===== src/rtl/riscv_csr_unit_if.sv =====
// CSR access bus between the execute stage (master) and the machine-mode CSR unit (slave).
interface riscv_csr_unit_if #(
  parameter int unsigned MXLEN          = 32,
  parameter int unsigned CSR_ADDR_WIDTH = 12
);
  logic [1:0]                csr_op_i;
  logic [CSR_ADDR_WIDTH-1:0] csr_addr_i;
  logic [MXLEN-1:0]          csr_wdata_i;
  logic [MXLEN-1:0]          csr_rdata_o;
  logic                      csr_illegal_o;

  modport master (
    output csr_op_i, csr_addr_i, csr_wdata_i,
    input  csr_rdata_o, csr_illegal_o
  );

  modport slave (
    input  csr_op_i, csr_addr_i, csr_wdata_i,
    output csr_rdata_o, csr_illegal_o
  );
endinterface


===== src/rtl/riscv_csr_unit.sv =====
// Machine-mode CSR file: trap state, interrupt enable/pending, vectored dispatch
// and wide cycle/instret counters for an RV32 core.
module riscv_csr_unit #(
  parameter int unsigned     MXLEN          = 32,
  parameter int unsigned     CSR_ADDR_WIDTH = 12,
  parameter int unsigned     CNT_WIDTH      = 64,
  parameter int unsigned     NUM_PLAT_IRQ   = 4,
  parameter logic [MXLEN-1:0] RESET_MTVEC   = 32'h0000_0000,
  localparam int unsigned    PLAT_W         = (NUM_PLAT_IRQ > 0) ? NUM_PLAT_IRQ : 1
) (
  input  logic               clk_i,
  input  logic               arstn_i,
  riscv_csr_unit_if.slave    csr_bus,
  input  logic               retire_i,
  input  logic               trap_i,
  input  logic [MXLEN-1:0]   trap_cause_i,
  input  logic [MXLEN-1:0]   trap_pc_i,
  input  logic               mret_i,
  input  logic               irq_ext_i,
  input  logic               irq_timer_i,
  input  logic               irq_soft_i,
  input  logic [PLAT_W-1:0]  irq_plat_i,
  output logic               irq_pending_o,
  output logic [MXLEN-1:0]   irq_cause_o,
  output logic [MXLEN-1:0]   trap_vec_o,
  output logic [MXLEN-1:0]   mepc_o
);

  localparam int unsigned HI_W = CNT_WIDTH - 32;

  typedef enum logic [1:0] {
    OP_NONE  = 2'b00,
    OP_WRITE = 2'b01,
    OP_SET   = 2'b10,
    OP_CLEAR = 2'b11
  } csr_op_e;

  localparam logic [CSR_ADDR_WIDTH-1:0] A_MSTATUS   = CSR_ADDR_WIDTH'(12'h300);
  localparam logic [CSR_ADDR_WIDTH-1:0] A_MIE       = CSR_ADDR_WIDTH'(12'h304);
  localparam logic [CSR_ADDR_WIDTH-1:0] A_MTVEC     = CSR_ADDR_WIDTH'(12'h305);
  localparam logic [CSR_ADDR_WIDTH-1:0] A_MSCRATCH  = CSR_ADDR_WIDTH'(12'h340);
  localparam logic [CSR_ADDR_WIDTH-1:0] A_MEPC      = CSR_ADDR_WIDTH'(12'h341);
  localparam logic [CSR_ADDR_WIDTH-1:0] A_MCAUSE    = CSR_ADDR_WIDTH'(12'h342);
  localparam logic [CSR_ADDR_WIDTH-1:0] A_MIP       = CSR_ADDR_WIDTH'(12'h344);
  localparam logic [CSR_ADDR_WIDTH-1:0] A_MCYCLE    = CSR_ADDR_WIDTH'(12'hB00);
  localparam logic [CSR_ADDR_WIDTH-1:0] A_MINSTRET  = CSR_ADDR_WIDTH'(12'hB02);
  localparam logic [CSR_ADDR_WIDTH-1:0] A_MCYCLEH   = CSR_ADDR_WIDTH'(12'hB80);
  localparam logic [CSR_ADDR_WIDTH-1:0] A_MINSTRETH = CSR_ADDR_WIDTH'(12'hB82);
  localparam logic [CSR_ADDR_WIDTH-1:0] A_CYCLE     = CSR_ADDR_WIDTH'(12'hC00);
  localparam logic [CSR_ADDR_WIDTH-1:0] A_INSTRET   = CSR_ADDR_WIDTH'(12'hC02);
  localparam logic [CSR_ADDR_WIDTH-1:0] A_CYCLEH    = CSR_ADDR_WIDTH'(12'hC80);
  localparam logic [CSR_ADDR_WIDTH-1:0] A_INSTRETH  = CSR_ADDR_WIDTH'(12'hC82);

  function automatic logic [MXLEN-1:0] irq_mask();
    logic [MXLEN-1:0] m;
    m     = '0;
    m[3]  = 1'b1;
    m[7]  = 1'b1;
    m[11] = 1'b1;
    for (int unsigned i = 0; i < NUM_PLAT_IRQ; i++) m[16+i] = 1'b1;
    return m;
  endfunction

  localparam logic [MXLEN-1:0] IRQ_MASK = irq_mask();

  logic                 mstatus_mie_q, mstatus_mie_d;
  logic                 mstatus_mpie_q, mstatus_mpie_d;
  logic [MXLEN-1:0]     mie_q, mie_d;
  logic [MXLEN-1:0]     mtvec_q, mtvec_d;
  logic [MXLEN-1:0]     mscratch_q, mscratch_d;
  logic [MXLEN-1:0]     mepc_q, mepc_d;
  logic [MXLEN-1:0]     mcause_q, mcause_d;
  logic [CNT_WIDTH-1:0] mcycle_q, mcycle_d;
  logic [CNT_WIDTH-1:0] minstret_q, minstret_d;

  csr_op_e          op;
  logic [MXLEN-1:0] mip_w;
  logic [MXLEN-1:0] irq_en;
  logic [4:0]       irq_idx;
  logic [MXLEN-1:0] csr_new;
  logic [MXLEN-1:0] mtvec_base;
  logic             known, read_only, csr_we, trap_reg_sel;

  assign op = csr_op_e'(csr_bus.csr_op_i);

  always_comb begin
    mip_w     = '0;
    mip_w[3]  = irq_soft_i;
    mip_w[7]  = irq_timer_i;
    mip_w[11] = irq_ext_i;
    for (int unsigned i = 0; i < NUM_PLAT_IRQ; i++) mip_w[16+i] = irq_plat_i[i];
  end

  // Read mux; user-level counter aliases share arms with their machine counterparts.
  always_comb begin
    csr_bus.csr_rdata_o = '0;
    known               = 1'b1;
    unique case (csr_bus.csr_addr_i)
      A_MSTATUS: begin
        csr_bus.csr_rdata_o[3] = mstatus_mie_q;
        csr_bus.csr_rdata_o[7] = mstatus_mpie_q;
      end
      A_MIE:                   csr_bus.csr_rdata_o = mie_q;
      A_MTVEC:                 csr_bus.csr_rdata_o = mtvec_q;
      A_MSCRATCH:              csr_bus.csr_rdata_o = mscratch_q;
      A_MEPC:                  csr_bus.csr_rdata_o = mepc_q;
      A_MCAUSE:                csr_bus.csr_rdata_o = mcause_q;
      A_MIP:                   csr_bus.csr_rdata_o = mip_w;
      A_MCYCLE, A_CYCLE:       csr_bus.csr_rdata_o = mcycle_q[31:0];
      A_MINSTRET, A_INSTRET:   csr_bus.csr_rdata_o = minstret_q[31:0];
      A_MCYCLEH, A_CYCLEH:     csr_bus.csr_rdata_o = MXLEN'(mcycle_q[CNT_WIDTH-1:32]);
      A_MINSTRETH, A_INSTRETH: csr_bus.csr_rdata_o = MXLEN'(minstret_q[CNT_WIDTH-1:32]);
      default:                 known = 1'b0;
    endcase
  end

  assign read_only = (csr_bus.csr_addr_i == A_CYCLE)  || (csr_bus.csr_addr_i == A_INSTRET) ||
                     (csr_bus.csr_addr_i == A_CYCLEH) || (csr_bus.csr_addr_i == A_INSTRETH);
  assign csr_bus.csr_illegal_o = !known || ((op != OP_NONE) && read_only);

  always_comb begin
    unique case (op)
      OP_WRITE: csr_new = csr_bus.csr_wdata_i;
      OP_SET:   csr_new = csr_bus.csr_rdata_o | csr_bus.csr_wdata_i;
      OP_CLEAR: csr_new = csr_bus.csr_rdata_o & ~csr_bus.csr_wdata_i;
      default:  csr_new = csr_bus.csr_rdata_o;
    endcase
  end

  assign trap_reg_sel = (csr_bus.csr_addr_i == A_MSTATUS) || (csr_bus.csr_addr_i == A_MEPC) ||
                        (csr_bus.csr_addr_i == A_MCAUSE);
  assign csr_we = (op != OP_NONE) && !csr_bus.csr_illegal_o && !(trap_i && trap_reg_sel);

  // Priority: trap entry > mret > CSR write for the trap registers; a counter
  // write replaces that cycle's increment and touches only the addressed half.
  always_comb begin
    mstatus_mie_d  = mstatus_mie_q;
    mstatus_mpie_d = mstatus_mpie_q;
    mie_d          = mie_q;
    mtvec_d        = mtvec_q;
    mscratch_d     = mscratch_q;
    mepc_d         = mepc_q;
    mcause_d       = mcause_q;
    mcycle_d       = mcycle_q + CNT_WIDTH'(1);
    minstret_d     = retire_i ? minstret_q + CNT_WIDTH'(1) : minstret_q;

    if (csr_we) begin
      unique case (csr_bus.csr_addr_i)
        A_MSTATUS: begin
          mstatus_mie_d  = csr_new[3];
          mstatus_mpie_d = csr_new[7];
        end
        A_MIE:       mie_d      = csr_new & IRQ_MASK;
        A_MTVEC:     mtvec_d    = {csr_new[MXLEN-1:2], (csr_new[1:0] == 2'b01) ? 2'b01 : 2'b00};
        A_MSCRATCH:  mscratch_d = csr_new;
        A_MEPC:      mepc_d     = csr_new & ~MXLEN'(3);
        A_MCAUSE:    mcause_d   = csr_new;
        A_MCYCLE:    mcycle_d   = {mcycle_q[CNT_WIDTH-1:32], csr_new};
        A_MCYCLEH:   mcycle_d   = {csr_new[HI_W-1:0], mcycle_q[31:0]};
        A_MINSTRET:  minstret_d = {minstret_q[CNT_WIDTH-1:32], csr_new};
        A_MINSTRETH: minstret_d = {csr_new[HI_W-1:0], minstret_q[31:0]};
        default: ;
      endcase
    end

    if (mret_i) begin
      mstatus_mie_d  = mstatus_mpie_q;
      mstatus_mpie_d = 1'b1;
    end

    if (trap_i) begin
      mepc_d         = trap_pc_i & ~MXLEN'(3);
      mcause_d       = trap_cause_i;
      mstatus_mpie_d = mstatus_mie_q;
      mstatus_mie_d  = 1'b0;
    end
  end

  always_ff @(posedge clk_i or negedge arstn_i) begin
    if (!arstn_i) begin
      mstatus_mie_q  <= 1'b0;
      mstatus_mpie_q <= 1'b0;
      mie_q          <= '0;
      mtvec_q        <= RESET_MTVEC;
      mscratch_q     <= '0;
      mepc_q         <= '0;
      mcause_q       <= '0;
      mcycle_q       <= '0;
      minstret_q     <= '0;
    end else begin
      mstatus_mie_q  <= mstatus_mie_d;
      mstatus_mpie_q <= mstatus_mpie_d;
      mie_q          <= mie_d;
      mtvec_q        <= mtvec_d;
      mscratch_q     <= mscratch_d;
      mepc_q         <= mepc_d;
      mcause_q       <= mcause_d;
      mcycle_q       <= mcycle_d;
      minstret_q     <= minstret_d;
    end
  end

  assign irq_en = mie_q & mip_w;

  always_comb begin
    logic plat_found;
    plat_found = 1'b0;
    irq_idx    = '0;
    if (irq_en[11])     irq_idx = 5'd11;
    else if (irq_en[3]) irq_idx = 5'd3;
    else if (irq_en[7]) irq_idx = 5'd7;
    else begin
      for (int unsigned i = 0; i < NUM_PLAT_IRQ; i++) begin
        if (!plat_found && irq_en[16+i]) begin
          irq_idx    = 5'(16 + i);
          plat_found = 1'b1;
        end
      end
    end
  end

  assign irq_pending_o = mstatus_mie_q && (|irq_en);
  assign irq_cause_o   = irq_pending_o ? {1'b1, (MXLEN-1)'(irq_idx)} : '0;

  assign mtvec_base = {mtvec_q[MXLEN-1:2], 2'b00};
  assign trap_vec_o = ((mtvec_q[1:0] == 2'b01) && trap_cause_i[MXLEN-1])
                    ? mtvec_base + {trap_cause_i[MXLEN-3:0], 2'b00}
                    : mtvec_base;

  assign mepc_o = mepc_q;

endmodule

===== src/flat_wrapper.sv =====
// flat-port wrapper written by rule: the top's interface ports become plain ports
module riscv_csr_unit_flat 
#(
  parameter int unsigned     MXLEN          = 32,
  parameter int unsigned     CSR_ADDR_WIDTH = 12,
  parameter int unsigned     CNT_WIDTH      = 64,
  parameter int unsigned     NUM_PLAT_IRQ   = 4,
  parameter logic [MXLEN-1:0] RESET_MTVEC   = 32'h0000_0000,
  localparam int unsigned    PLAT_W         = (NUM_PLAT_IRQ > 0) ? NUM_PLAT_IRQ : 1
)
  (clk_i, arstn_i, retire_i, trap_i, trap_cause_i, trap_pc_i, mret_i, irq_ext_i, irq_timer_i, irq_soft_i, irq_plat_i, irq_pending_o, irq_cause_o, trap_vec_o, mepc_o, csr_bus_csr_op_i, csr_bus_csr_addr_i, csr_bus_csr_wdata_i, csr_bus_csr_rdata_o, csr_bus_csr_illegal_o);
  riscv_csr_unit_if #(.MXLEN(MXLEN), .CSR_ADDR_WIDTH(CSR_ADDR_WIDTH)) csr_bus_i ();
  input  logic clk_i;
  input  logic arstn_i;
  input  logic retire_i;
  input  logic trap_i;
  input  logic [MXLEN-1:0] trap_cause_i;
  input  logic [MXLEN-1:0] trap_pc_i;
  input  logic mret_i;
  input  logic irq_ext_i;
  input  logic irq_timer_i;
  input  logic irq_soft_i;
  input  logic [PLAT_W-1:0] irq_plat_i;
  output logic irq_pending_o;
  output logic [MXLEN-1:0] irq_cause_o;
  output logic [MXLEN-1:0] trap_vec_o;
  output logic [MXLEN-1:0] mepc_o;
  input wire logic [$bits(csr_bus_i.csr_op_i)-1:0] csr_bus_csr_op_i;
  input wire logic [$bits(csr_bus_i.csr_addr_i)-1:0] csr_bus_csr_addr_i;
  input wire logic [$bits(csr_bus_i.csr_wdata_i)-1:0] csr_bus_csr_wdata_i;
  output wire logic [$bits(csr_bus_i.csr_rdata_o)-1:0] csr_bus_csr_rdata_o;
  output wire logic [$bits(csr_bus_i.csr_illegal_o)-1:0] csr_bus_csr_illegal_o;
  assign csr_bus_i.csr_op_i = csr_bus_csr_op_i;
  assign csr_bus_i.csr_addr_i = csr_bus_csr_addr_i;
  assign csr_bus_i.csr_wdata_i = csr_bus_csr_wdata_i;
  assign csr_bus_csr_rdata_o = csr_bus_i.csr_rdata_o;
  assign csr_bus_csr_illegal_o = csr_bus_i.csr_illegal_o;
  riscv_csr_unit #(.MXLEN(MXLEN), .CSR_ADDR_WIDTH(CSR_ADDR_WIDTH), .CNT_WIDTH(CNT_WIDTH), .NUM_PLAT_IRQ(NUM_PLAT_IRQ), .RESET_MTVEC(RESET_MTVEC)) u_core (.clk_i(clk_i), .arstn_i(arstn_i), .csr_bus(csr_bus_i), .retire_i(retire_i), .trap_i(trap_i), .trap_cause_i(trap_cause_i), .trap_pc_i(trap_pc_i), .mret_i(mret_i), .irq_ext_i(irq_ext_i), .irq_timer_i(irq_timer_i), .irq_soft_i(irq_soft_i), .irq_plat_i(irq_plat_i), .irq_pending_o(irq_pending_o), .irq_cause_o(irq_cause_o), .trap_vec_o(trap_vec_o), .mepc_o(mepc_o));
endmodule

===== config.mk =====
export PLATFORM = sky130hd
export DESIGN_NAME = riscv_csr_unit_flat
export DESIGN_NICKNAME = d
export VERILOG_FILES = /design/src/rtl/riscv_csr_unit_if.sv /design/src/rtl/riscv_csr_unit.sv /design/src/flat_wrapper.sv
export SDC_FILE = /design/constraint.sdc
export NUM_CORES = 1
export LEC_CHECK = 0
export BUFFER_PORTS_ARGS = -buffer_cell sky130_fd_sc_hd__buf_2
export CELL_PAD_IN_SITES_DETAIL_PLACEMENT = 1
export CELL_PAD_IN_SITES_GLOBAL_PLACEMENT = 2
export CORE_ASPECT_RATIO = 1.4
export CORE_MARGIN = 3
export CORE_UTILIZATION = 35
export DETAILED_ROUTE_END_ITERATION = 10
export HOLD_SLACK_MARGIN = 0.05
export PLACE_DENSITY = 0.81
export SETUP_SLACK_MARGIN = 0.5
export SLEW_MARGIN = 20
export SYNTH_ARGS = -nofsm -noshare
export SYNTH_HDL_FRONTEND = slang
export SYNTH_SLANG_ARGS = --single-unit

===== constraint.sdc =====
create_clock -name clk_i -period 3.7 [get_ports clk_i]
set_input_delay 0.37 -clock clk_i [delete_from_list [all_inputs] [get_ports clk_i]]
set_output_delay 0.37 -clock clk_i [all_outputs]
set_load 0.05 [all_outputs]

### Word level (Yosys, flattened, before mapping)

Cells that the tools add are included.

| cells by class | value |
|---|---|
| equality and inequality tests | 24 |
| reductions and logical operators | 39 |
| add/subtract/negate cells | 3 |
| muxes and demuxes | 48 |
| bitwise operators | 4 |

Operators by type and width:

| kind | count |
|---|---|
| 32-bit 2-to-1 mux | 8 |
| 64-bit case mux with 2 select lines | 2 |
| 24-bit case mux with 10 select lines | 1 |
| 64-bit 2-to-1 mux | 3 |
| 64-bit by 1-bit adder with 64-bit output (second input constant) | 2 |
| 12-bit equality test (second input constant) | 8 |
| 32-bit case mux with 3 select lines | 1 |
| 12-bit by 10-bit equality test with 1-bit output (second input constant) | 7 |
| 3-bit case mux with 8 select lines | 2 |
| 5-bit 2-to-1 mux | 7 |
| 32-bit adder | 1 |
| 32-bit AND | 1 |
| 32-bit inverter | 1 |
| 32-bit OR | 1 |
| 32-bit OR reduction | 1 |
| 1-bit 2-to-1 mux | 22 |
| 1-bit case mux with 11 select lines | 2 |
| 20-bit AND | 1 |
| 15-bit OR reduction | 1 |
| 2-bit AND reduction | 6 |
| 1-bit logical AND | 9 |
| 2-bit inequality test (second input constant) | 4 |
| 2-bit nonzero test | 4 |
| 2-bit OR reduction | 4 |
| 5 further kinds | 19 |

| storage, ports and cells | value |
|---|---|
| word-level logic and storage cells | 129 |
| register bits after elaboration | 265 |
| output and inout port bits | 130 |
| input bits | 122 |

### Logic depth before layout (Yosys ltp)

| logic depth | value |
|---|---|
| depth in word-level cells | 24 |
| depth in mapped cells | 12 |
| mapped depth without buffers | 11 |

### Worst setup path after synthesis

OpenSTA, ideal clock, no wires.

| path | value |
|---|---|
| kind | register to output |
| from | register u_core.mtvec_q[9] |
| to | output trap_vec_o[27] |
| data arrival time | 3,571 ps |
| cell stages (with the launch flop) | 10 |
| data required time | 3,330 ps |
| path buffers | 0 |
| slack | -241 ps |
| cells stage by stage | dfrtp_1 -> ha_1 -> and4_1 -> a21o_1 -> a221o_1 -> a221oi_1 -> o21ai_0 -> a21oi_1 -> xnor2_1 -> o21ai_0 |

| between the ends | value |
|---|---|
| longest elaborated chain between the ends | 2 |

Ends and longest elaborated chain:

| what | line | text |
|---|---|---|
| start: declaration | riscv_csr_unit.sv:69 | `logic [MXLEN-1:0] mtvec_q, mtvec_d;` |
| start signal: assignment | riscv_csr_unit.sv:194 | `mtvec_q <= mtvec_d;` |
| 32-bit adder | riscv_csr_unit.sv:227 | `? mtvec_base + {trap_cause_i[MXLEN-3:0], 2'b00}` |
| 32-bit 2-to-1 mux | riscv_csr_unit.sv:227 |  |
| end: declaration | flat_wrapper.sv:26 | `output logic [MXLEN-1:0] trap_vec_o;` |

No other way between the ends.

### Worst setup path after layout

| path | value |
|---|---|
| from | register u_core.mtvec_q[8] |
| to | output trap_vec_o[30] |

Same word-level chain as after synthesis.

==> load_flow_metrics.sql <==
INSERT INTO impl_metrics (metric_group, metric, value, unit) VALUES
('hold_path', 'worstHoldPathType', 'primary input to flop', ''),
('synthesis', 'number_of_synthesized_flops_with_an_enable_pin', '0', ''),
('global_routing', 'antenna_violations_before_repair', '9', ''),
('global_routing', 'number_of_global_route_vias_before_repair', '22810', ''),
('cells_and_area', 'finalNetCount', '2892', ''),
('route', 'detail_route.iter0.violations', '1822', ''),
('clock_tree', 'clock-root-buffer', 'clkbuf_16', ''),
('floorplanning', 'die_area', '57610', 'um^2'),
('route', 'route.antenna.remaining_nets', '0', ''),
('clock_tree', 'clkLatencyLatePin', '0.58', 'ns'),
('synthesis', 'synth_area_leader_cell', 'dfrtp_1', ''),
('floorplanning', 'start_util', '35.69', '%'),
('timing', 'postLayoutSetupSlackWorst', '0.03313', 'ns'),
('timing', 'drv_slew', '0', ''),
('timing', 'timing.clock.skew', '0.01109', 'ns'),
('setup_path', 'worst-r2r-setup-slack', '0.58', 'ns'),
('clock_tree', 'cts_sinks', '262', ''),
('timing', 'unrepaired_setup_endpoints_after_global_routing', 'true', ''),
('synthesis', 'yosysTopAreaCellShare', '34.23', '%'),
('floorplanning', 'die_width', '203.7', 'um'),
('cells_and_area', 'area_added_between_synthesis_and_finish', '28.95', '%'),
('setup_path', 'critical_path.endpoint_type', 'output pin', ''),
('power_and_ir_drop', 'clockPowerShare', '40.4', '%'),
('route', 'routed_wl', '106500', 'um'),
('placement', 'pre_cts_ws', '0.04501', 'ns'),
('synthesis', 'yosysWarningCount', '0', ''),
('synthesis', 'synth.avg_cell_area', '8.059', 'um^2'),
('power_and_ir_drop', 'power.share.combinational', '17.1', '%'),
('timing', 'final-hold-violation-count', '0', ''),
('power_and_ir_drop', 'vdd_drop_max', '263.0', 'uV'),
('outcome', 'status', 'completed', ''),
('global_routing', 'grt_usage', '35.93', '%'),
('placement', 'port_buffers', '219', ''),
('floorplanning', 'boundaryPins', '252', ''),
('floorplanning', 'core', '53680', 'um^2'),
('clock_tree', 'worst_setup_hold_path_clk_slew', '0.07', 'ns'),
('clock_tree', 'number_of_clock_buffers_inserted_by_tritoncts', '29', ''),
('setup_path', 'timing.critical_path.fanout_max', '3', ''),
('timing', 'finalSetupViolCount', '0', ''),
('synthesis', 'synthCells', '2377', ''),
('power_and_ir_drop', 'power-per-cell-area', '304.1', 'nW/um^2'),
('power_and_ir_drop', 'sw_frac_of_total', '32.33', '%'),
('setup_path', 'arrival', '3.30', 'ns'),
('synthesis', 'share_of_the_yosys_chip_area_belonging_to_registers', '34.23', '%'),
('synthesis', 'synth-async-reset-ratio', '100.0', '%'),
('synthesis', 'post_synth_design_cell_area', '19160', 'um^2'),
('synthesis', 'yosys-top-cells-area', 'dfrtp_1 (34%), o21ai_0 (6.5%), nand2_1 (6.4%)', ''),
('cells_and_area', 'drive_gt1_share', '24.61', '%'),
('route', 'drc_errors', '0', ''),
('timing', 'final.period_utilization', '99.10', '%'),
('power_and_ir_drop', 'total_switching_power', '2.429', 'mW'),
('route', 'routed_via_density', '6.200', ''),
('clock_tree', 'cts_tree', 'done', ''),
('flow_run', 'drv_cap', '0', ''),
('cells_and_area', 'post-route-util', '46.02', '%'),
('power_and_ir_drop', 'share_seq_of_total_power', '42.4', '%'),
('synthesis', 'dominantRegCellSynth', 'dfrtp_1', ''),
('route', 'detail_route.first_pass.iterations', '5', ''),
('placement', 'place.gp.congestion', '0.9774', ''),
('timing', 'worstMarginPinSlew', '0.9099', 'ns'),
('power_and_ir_drop', 'internal_power', '5.084', 'mW'),
('route', 'detail_route.wl_per_cell', '30.61', 'um'),
('global_routing', 'gr-total-overflow', '0', ''),
('timing', 'fmax', '272.7', 'MHz'),
('power_and_ir_drop', 'cellLeakagePower', '10.81', 'nW'),
('timing', 'final_period_minus_worst_setup_slack', '3.667', 'ns'),
('synthesis', 'yosysUniqueCellTypes', '93', ''),
('synthesis', 'ys_ff_latch', '262', ''),
('placement', 'hpwl', '82460', 'um'),
('timing', 'setup_tns', '0', 'ns'),
('route', 'vias', '21570', ''),
('clock_tree', 'cts.path.max_buffers', '3', ''),
('floorplanning', 'floorplan.die.height', '282.8', 'um'),
('floorplanning', 'number_of_rows_created_at_floorplan', '100', ''),
('setup_path', 'critical_path_required', '3.33', 'ns'),
('global_routing', 'grt_pass1_wl', '153700', 'um'),
('timing', 'slew_headroom', '39.34', '%'),
('clock_tree', 'cts-htree-levels', '1', ''),
('setup_path', 'timing.setup.critical_path_class', 'flop to output pin', ''),
('global_routing', 'grt_start_max_net_pins', '89', ''),
('setup_path', 'worstSetupStartpointType', 'flop', '');
## critical path: stages (launching register included)
cell and delay, ns:
dfrtp_1 0.41, ha_4 0.23, and4_4 0.20, a21o_1 0.18
buf_6 0.13, a221oi_4 0.34, nand2_2 0.15, a31o_4 0.27
a41oi_2 0.16, buf_4 0.16, mux2i_1 0.21, o22ai_2 0.10
buf_6 0.18
## cell usage after synthesis, types with 32 or more instances
library cell and n:
nor3_1 71, and3_1 56, nand2_1 327, buf_2 38, o21ai_0 248, mux2i_1 82, buf_4 36, inv_1 75
a21oi_1 176, clkbuf_1 101, nand3_1 108, nor2_1 128, xnor2_1 32, mux2_2 42, dfrtp_1 262, nand4_1 56
## cell families after synthesis
| kind of cell | count (synthesis) | share of synthesized area [%] |
|---|---|---|
| AO/OA/AOI/OAI | 755 | 25.53 |
| flip-flops | 262 | 34.23 |
| buffers and inverters | 259 | 6.114 |
| adder cells (fa/ha/maj) | 32 | 2.129 |
| AND/OR/NAND/NOR | 895 | 22.99 |
| XOR/XNOR | 49 | 2.240 |
| other | 1 | 0.01958 |
| multiplexers | 124 | 6.754 |
## metal layers
layer | vias up | routed length (um) | track usage, %
met5 | - | 13 | 0
met4 | 2 | 6319 | 18.28
met3 | 264 | 6877 | 6.265
met2 | 854 | 52300 | 62.88
met1 | 10980 | 40970 | 42.40
li1 | 9469 | - | -
## cell type report
cell class              count  area, um^2
clock inverters            14       141.4
diodes                      6       15.01
multi-input cells        1885       12220
flip-flops and latches    262        6558
well taps                 714       893.4
inverters                  75       281.5
clock buffers              38       809.5
fillers                  6369       28980
repair buffers            485        3784
## cell usage in the layout (no fill, tap or decap), types with 12 or more instances in the layout
master         count
dfrtp_1          261
inv_1             74
and2_1            14
clkbuf_16         29
ha_1              21
nand3_1          101
nor3_1            67
conb_1            30
o31a_1            12
o21ai_0          229
dlygate4sd3_1     39
or2_2             15
xnor2_1           29
a21oi_1          167
o22ai_1           22
and4_1            12
a32oi_1           25
nand2_1          322
a22o_1            13
nor4_1            23
xor2_1            17
buf_2            180
a211oi_1          12
buf_6             36
mux2_2            42
o2bb2ai_1         12
and3_1            52
a21boi_0          18
nor2_1           126
nor3b_1           12
or3_1             14
a221o_1           23
a21o_1            24
buf_12            27
nand4_1           56
mux2i_1           82
buf_4            196
o21ai_1           20
## what timing repair did
action,CTS,global route
hold buffers,39,0
pin swaps,47,33
resized for setup,139,37
setup endpoints to repair,44,37
buffers inserted,20,8
endpoints found under the hold margin,122,0
## per-stage QoR
| step | hold slack, ns | total power, mW | instances | instance area (um^2) |
|---|---|---|---|---|
| after floorplan | 0.07441 | 3.836 | 2406 | 19370 |
| after global placement | 0.4587 | 4.411 | 3353 | 22370 |
| after detailed placement | 0.4705 | 4.440 | 3353 | 22370 |
| after CTS | 0.05289 | 7.518 | 3464 | 24480 |
| after global routing | 0.07356 | 7.749 | 3473 | 24690 |
| final | 0.06710 | 7.513 | 3479 | 24700 |
## power by group through the flow
stage	clock network, mW	registers, mW	logic [mW]
global route	3.19	3.20	1.37
CTS	3.07	3.18	1.27
global placement	0	3.23	1.18
floorplan	0	3.24	0.597
detailed placement	0	3.23	1.21
finish	3.04	3.19	1.29
## flip-flops by register name, indices dropped and copies added, names as in the netlist
signal and flops:
u_core.mstatus_mie_q 1, u_core.mcycle_q 64, u_core.mcause_q 32, u_core.mstatus_mpie_q 1, u_core.minstret_q 64, u_core.mtvec_q 31, u_core.mscratch_q 32, u_core.mepc_o 30
u_core.mie_q 7
## worst paths after layout
path                                       from                     to  depth (start not counted)
setup / recovery              u_core.mtvec_q[8]         trap_vec_o[30]                         12
hold / removal                    trap_pc_i[21]      u_core.mepc_o[21]                          3
setup reg to reg            u_core.mcycle_q[29]    u_core.mcycle_q[60]                          8
hold reg to reg            u_core.mscratch_q[8]   u_core.mscratch_q[8]                          2
max in group asynchronous               arstn_i    u_core.mcause_q[16]                          3
min in group asynchronous               arstn_i  u_core.minstret_q[26]                          2
No activity file was read; power rests on OpenSTA's default activity.
